[src/rtl/filter_access_arbiter.sv]
// Round-robin arbiter granting up to four requesters exclusive access to a shared FIR filter.
// Optional WAIT-state watchdog is compiled in when FILTER_ARB_TIMEOUT_EN is defined.
module filter_access_arbiter #(
    parameter int NUM_REQ        = 4,
    parameter int DATA_WIDTH     = 32,
    parameter int TIMEOUT_CYCLES = 64
) (
    input  logic                          clock,
    input  logic                          reset,
    input  logic                          enable,
    input  logic [NUM_REQ-1:0]            req_valid,
    input  logic [NUM_REQ*DATA_WIDTH-1:0] req_data,
    input  logic [NUM_REQ*4-1:0]          req_taps,
    output logic [NUM_REQ-1:0]            req_ready,
    output logic                          filt_enable,
    output logic [3:0]                    filt_num_taps,
    output logic                          filt_data_valid,
    output logic [DATA_WIDTH-1:0]         filt_data_in,
    input  logic                          filt_data_ready,
    input  logic                          filt_busy,
    input  logic                          filt_result_valid,
    input  logic [DATA_WIDTH-1:0]         filt_result_out,
    output logic [NUM_REQ-1:0]            rsp_valid,
    output logic                          rsp_filtered,
    output logic [DATA_WIDTH-1:0]         rsp_data,
    output logic [1:0]                    grant_id,
    output logic                          timeout_err,
    output logic [7:0]                    timeout_count
);

    if (NUM_REQ < 2 || NUM_REQ > 4) begin : g_bad_num_req
        $error("NUM_REQ must be in 2..4");
    end
    if (TIMEOUT_CYCLES < 1 || TIMEOUT_CYCLES > 255) begin : g_bad_timeout
        $error("TIMEOUT_CYCLES must be in 1..255");
    end

    typedef enum logic [1:0] {
        ST_IDLE    = 2'd0,
        ST_ISSUE   = 2'd1,
        ST_WAIT    = 2'd2,
        ST_RESPOND = 2'd3
    } state_t;

    state_t                  state_q, state_d;
    logic [1:0]              grant_q, grant_d;
    logic [1:0]              rr_ptr_q, rr_ptr_d;
    logic [DATA_WIDTH-1:0]   sample_q, sample_d;
    logic [3:0]              taps_q, taps_d;
    logic                    first_wait_q, first_wait_d;
    logic [DATA_WIDTH-1:0]   rsp_data_q, rsp_data_d;
    logic                    rsp_filtered_q, rsp_filtered_d;

    logic [3:0]              req_pad_s;
    logic [3:0]              grant_hot_s;
    logic [2:0]              idx_s;
    logic [2:0]              rr_nxt_s;
    logic                    found_s;
    logic [1:0]              pick_s;
    logic [3:0]              pick_taps_s;

`ifdef FILTER_ARB_TIMEOUT_EN
    logic [7:0]              wd_q, wd_d;
    logic                    tout_err_q, tout_err_d;
    logic [7:0]              tout_cnt_q, tout_cnt_d;
`endif

    assign req_pad_s   = 4'(req_valid);
    assign grant_hot_s = 4'b0001 << grant_q;

    // Round-robin search starting at the pointer, wrapping modulo NUM_REQ.
    always_comb begin
        found_s  = 1'b0;
        pick_s   = 2'd0;
        idx_s    = 3'd0;
        rr_nxt_s = 3'd0;
        for (int k = 0; k < NUM_REQ; k++) begin
            idx_s = {1'b0, rr_ptr_q} + 3'(k);
            if (idx_s >= 3'(NUM_REQ)) begin
                idx_s = idx_s - 3'(NUM_REQ);
            end else begin
                idx_s = idx_s;
            end
            if (!found_s && req_pad_s[idx_s[1:0]]) begin
                found_s = 1'b1;
                pick_s  = idx_s[1:0];
            end else begin
                found_s = found_s;
            end
        end
        rr_nxt_s = {1'b0, pick_s} + 3'd1;
        if (rr_nxt_s >= 3'(NUM_REQ)) begin
            rr_nxt_s = 3'd0;
        end else begin
            rr_nxt_s = rr_nxt_s;
        end
    end

    assign pick_taps_s = req_taps[int'(pick_s)*4 +: 4];

    // Next-state and datapath updates for the transaction FSM.
    always_comb begin
        state_d        = state_q;
        grant_d        = grant_q;
        rr_ptr_d       = rr_ptr_q;
        sample_d       = sample_q;
        taps_d         = taps_q;
        first_wait_d   = first_wait_q;
        rsp_data_d     = rsp_data_q;
        rsp_filtered_d = rsp_filtered_q;
`ifdef FILTER_ARB_TIMEOUT_EN
        wd_d           = wd_q;
        tout_err_d     = 1'b0;
        tout_cnt_d     = tout_cnt_q;
`endif
        case (state_q)
            ST_IDLE: begin
                if (enable && found_s) begin
                    grant_d  = pick_s;
                    rr_ptr_d = rr_nxt_s[1:0];
                    sample_d = req_data[int'(pick_s)*DATA_WIDTH +: DATA_WIDTH];
                    taps_d   = (pick_taps_s == 4'd0) ? 4'd1 : pick_taps_s;
                    state_d  = ST_ISSUE;
                end else begin
                    state_d = ST_IDLE;
                end
            end
            ST_ISSUE: begin
                if (filt_data_ready) begin
                    first_wait_d = 1'b1;
`ifdef FILTER_ARB_TIMEOUT_EN
                    wd_d         = 8'd0;
`endif
                    state_d      = ST_WAIT;
                end else begin
                    state_d = ST_ISSUE;
                end
            end
            ST_WAIT: begin
                first_wait_d = 1'b0;
                // An idle filter right after accept means the sample only primed the delay line.
                if (first_wait_q && !filt_busy) begin
                    rsp_data_d     = '0;
                    rsp_filtered_d = 1'b0;
                    state_d        = ST_RESPOND;
                end else if (filt_result_valid) begin
                    rsp_data_d     = filt_result_out;
                    rsp_filtered_d = 1'b1;
                    state_d        = ST_RESPOND;
                end else begin
`ifdef FILTER_ARB_TIMEOUT_EN
                    if (wd_q >= 8'(TIMEOUT_CYCLES - 1)) begin
                        tout_err_d = 1'b1;
                        tout_cnt_d = (tout_cnt_q == 8'd255) ? tout_cnt_q : tout_cnt_q + 8'd1;
                        state_d    = ST_IDLE;
                    end else begin
                        wd_d    = wd_q + 8'd1;
                        state_d = ST_WAIT;
                    end
`else
                    state_d = ST_WAIT;
`endif
                end
            end
            ST_RESPOND: begin
                state_d = ST_IDLE;
            end
            default: begin
                state_d = ST_IDLE;
            end
        endcase
    end

    // Transaction state registers.
    always_ff @(posedge clock or negedge reset) begin
        if (!reset) begin
            state_q        <= ST_IDLE;
            grant_q        <= 2'd0;
            rr_ptr_q       <= 2'd0;
            sample_q       <= '0;
            taps_q         <= 4'd1;
            first_wait_q   <= 1'b0;
            rsp_data_q     <= '0;
            rsp_filtered_q <= 1'b0;
        end else begin
            state_q        <= state_d;
            grant_q        <= grant_d;
            rr_ptr_q       <= rr_ptr_d;
            sample_q       <= sample_d;
            taps_q         <= taps_d;
            first_wait_q   <= first_wait_d;
            rsp_data_q     <= rsp_data_d;
            rsp_filtered_q <= rsp_filtered_d;
        end
    end

`ifdef FILTER_ARB_TIMEOUT_EN
    // Watchdog counter and saturating event counter.
    always_ff @(posedge clock or negedge reset) begin
        if (!reset) begin
            wd_q       <= 8'd0;
            tout_err_q <= 1'b0;
            tout_cnt_q <= 8'd0;
        end else begin
            wd_q       <= wd_d;
            tout_err_q <= tout_err_d;
            tout_cnt_q <= tout_cnt_d;
        end
    end

    assign timeout_err   = tout_err_q;
    assign timeout_count = tout_cnt_q;
`else
    assign timeout_err   = 1'b0;
    assign timeout_count = 8'd0;
`endif

    assign filt_enable     = enable;
    assign filt_num_taps   = taps_q;
    assign filt_data_valid = (state_q == ST_ISSUE);
    assign filt_data_in    = (state_q == ST_ISSUE) ? sample_q : '0;
    assign req_ready       = ((state_q == ST_ISSUE) && filt_data_ready) ? grant_hot_s[NUM_REQ-1:0] : '0;
    assign rsp_valid       = (state_q == ST_RESPOND) ? grant_hot_s[NUM_REQ-1:0] : '0;
    assign rsp_data        = rsp_data_q;
    assign rsp_filtered    = rsp_filtered_q;
    assign grant_id        = grant_q;

endmodule

[config.mk]
export PLATFORM = sky130hd
export DESIGN_NAME = filter_access_arbiter
export DESIGN_NICKNAME = d
export VERILOG_FILES = /design/src/rtl/filter_access_arbiter.sv
export SDC_FILE = /design/constraint.sdc
export NUM_CORES = 1
export LEC_CHECK = 0
export ABC_AREA = 1
export BUFFER_PORTS_ARGS = -buffer_cell sky130_fd_sc_hd__buf_4
export CORE_UTILIZATION = 40
export DETAILED_ROUTE_END_ITERATION = 10
export PLACE_DENSITY_LB_ADDON = 0.2
export SETUP_SLACK_MARGIN = 0.15
export SYNTH_ARGS = -nofsm -noshare
export SYNTH_HDL_FRONTEND = slang
export SYNTH_SLANG_ARGS = --single-unit
[constraint.sdc]
create_clock -name clock -period 3.5 [get_ports clock]
set_input_delay 0 -clock clock [delete_from_list [all_inputs] [get_ports clock]]
set_output_delay 0 -clock clock [all_outputs]
set_load 0.01 [all_outputs]
==> qor.txt <==
Status: finished, violations left
Failing checks: design-rule violations
Worst-Margin Slew: 0.9809 ns
Max-cap violations: 0
Normalized max-slew margin: 0.3461
Starting Density: 0.4165
Power per cell area: 904.7 nW/um^2
Initial antenna violation count: 0
Synth area leaders: dfrtp_1 39%, nand2_1 21%, inv_1 8.7%
Placed wire-length estimate: 11420 microns
Largest net degree at the start of global routing: 77
Register area share after synthesis: 0.3951
Via count: 5773
Synth Warn #: 0
Final hold violation count: 0
Critical path buffer and inverter count: 3
Antenna viol nets, final: 0
Peak fanout along the critical path: 32
Congestion Overflow GR: 0
Hold Path Class: input pin to flop
Final setup viols: 0
Drt first pass iters: 8
Starting DRT DRC Count: 288
Startpoint Class: flop
Final GP Congestion: 0.8799
Die area: 12490 sq um
Crit. End Element: flop
Core area: 11560 sq um
Share of cells above drive strength 1: 0.2971
Htree depth: 3
Mean Syn Cell Area: 6.635 sq um
WP data arrival: 3.26 ns
Synth area leader: dfrtp_1
Die Span X: 111.7 microns
Top cell type's share of synthesized area: 0.3896
Largest stage delay on the critical path: 0.57 ns
Fin crit share: 0.8541
Crit path cell chain: inv_4, nand2_1, nand2_2, nand2_1, nand2_1, nor2_4, nand3_4, nand3_4, buf_4, nand2_1, nand2_1, nand2_1, o211ai_1, dlygate4sd3_1
Max clock buf depth: 2
Top Family by Delay on Critical Path: simple AND/OR/NAND/NOR gates
Synth Instances: 726
Number of global-route vias before repair: 5663
Sum Neg Setup Slack: 0 ns
Most used cell, CP: nand2_1
RSZ-0062 raised after global routing: false
Yosys reg bits: 76
TritonCTS Buffers: 9
Number of remaining DRC errors: 17
Most common cell after layout, fill and taps aside: nand2_1
Top Ports: 276
Gr usage total: 0.2793
First-pass GRT wire length: 27640 microns
Critical Path RT: 3.77 ns
FP Rows: 39
Fin Clk Skew: 0.01121 ns
Count of final max-slew check failures: 0
CP max stage cell: dfrtp_1
Most frequent cells in the layout: 274 x nand2_1, 272 x buf_4, 112 x inv_1
Cell area after synthesis: 4817 sq um
Diode count: 0
Non-Filler Instances: 1193
Final Util: 0.6774
P&R area growth vs syn: 62.62%
Synth cell types: 33
Fill cells: 1014
Placed cells: 1105
Crit path kind: flop to flop
FF/Latch Area: 1903 sq um
Root Buffer: clkbuf_16
Fmax: 334.5 MHz
Reg clk slew, reported paths: 0.07 ns
Final Critical Period: 2.989 ns
Clk Latency, worst-skew pair: 0.34 ns
CTS tree: yes
Final Net Count: 1232
Die height: 111.7 microns
Drt wl/cell: 14.56 microns
Setup Buffers After CTS: 0
Clock Sink Count: 76
Leakage power: 0.004358 uW
Maximum VDD drop: 0.5138 mV
Port Buffers: 266
Via/cell ratio: 4.839
Routed WL: 17370 microns
Multi-input gate area: 2252 sq um
logic make-up after synthesis:
family                   Yosys count  share of synthesized area
other                              1                  0.0007785
AND/OR/NAND/NOR                  373                     0.3192
buffers and inverters            163                     0.1475
adder cells (fa/ha/maj)            1                   0.002597
flip-flops                        76                     0.3951
AO/OA/AOI/OAI                    112                     0.1348
Yosys cell counts (all sizes together):
master	n
nand3	18
o22ai	1
or2	2
o21ai	75
dfstp	1
inv	117
dfrtp	75
a31oi	2
nand4	7
nand2	278
nor2	60
nor3	8
conb	1
clkbuf	11
o21a	1
o211ai	33
clkinv	1
ha	1
buf	34
cell type report:
cell class,count,share of cell area
flip-flops and latches,76,0.2429
multi-input cells,496,0.2875
repair buffers,344,0.3539
clock inverters,7,0.007187
inverters,118,0.05686
well taps,143,0.02284
clock buffers,9,0.02875
routing by layer:
layer / vias to the layer above / GRT usage / routed length (microns)
met5: - / 0 / 0
met4: 0 / 0.1063 / 357
met3: 25 / 0.06532 / 1530
met2: 261 / 0.4919 / 8778
met1: 2634 / 0.3289 / 6707
li1: 2853 / - / -
flip-flops by register name, summed over array words and instances (netlist names), named ones only:
signal	count
sample_q	32
filt_num_taps	4
first_wait_q	1
state_q	1
rr_ptr_q	2
rsp_filtered	1
rsp_data	32
grant_id	2
worst paths after layout:
kind                              start      endpoint  slack [ns]  depth (start not counted)
hold reg to reg            sample_q[20]  sample_q[20]        0.48                          2
setup / recovery            rr_ptr_q[0]  sample_q[11]        0.51                         14
setup reg to reg            rr_ptr_q[0]  sample_q[11]        0.51                         14
max in group asynchronous         reset   sample_q[6]        2.50                          2
hold / removal             req_data[30]  sample_q[30]        0.01                          5
min in group asynchronous         reset  sample_q[24]        0.36                          2
tightest hold or removal path: cells and delay by family:
family / cells / cell delay, ns
compound gates: 1 / 0.08
buf+inv: 1 / 0.08
simple gates: 3 / 0.14
metrics by stage:
step / hold WS, ns / area, sq um / setup slack, ns / power [uW]
after floorplan: -0.2956 / 4847 / 1.555 / 4526
after global placement: 0.2226 / 6827 / 0.8691 / 5746
after detailed placement: 0.2237 / 6827 / 0.8300 / 5799
after CTS: 0.001132 / 7819 / 0.4097 / 7006
after global routing: 0.02268 / 7834 / 0.2485 / 7726
final: 0.01350 / 7834 / 0.5107 / 7087
power breakdown:
group	internal [uW]	total, uW	switching, uW
logic	1850	4640	2800
registers	1290	1540	249
clock network	491	900	409
total	3630	7090	3450
timing repair:
action                                 4_1_cts  5_1_grt
hold buffers                                71        0
endpoints found under the hold margin      124        0
gates resized for setup                      0        1
setup endpoints to repair                    0       12
No activity file was read; power rests on OpenSTA's default activity.
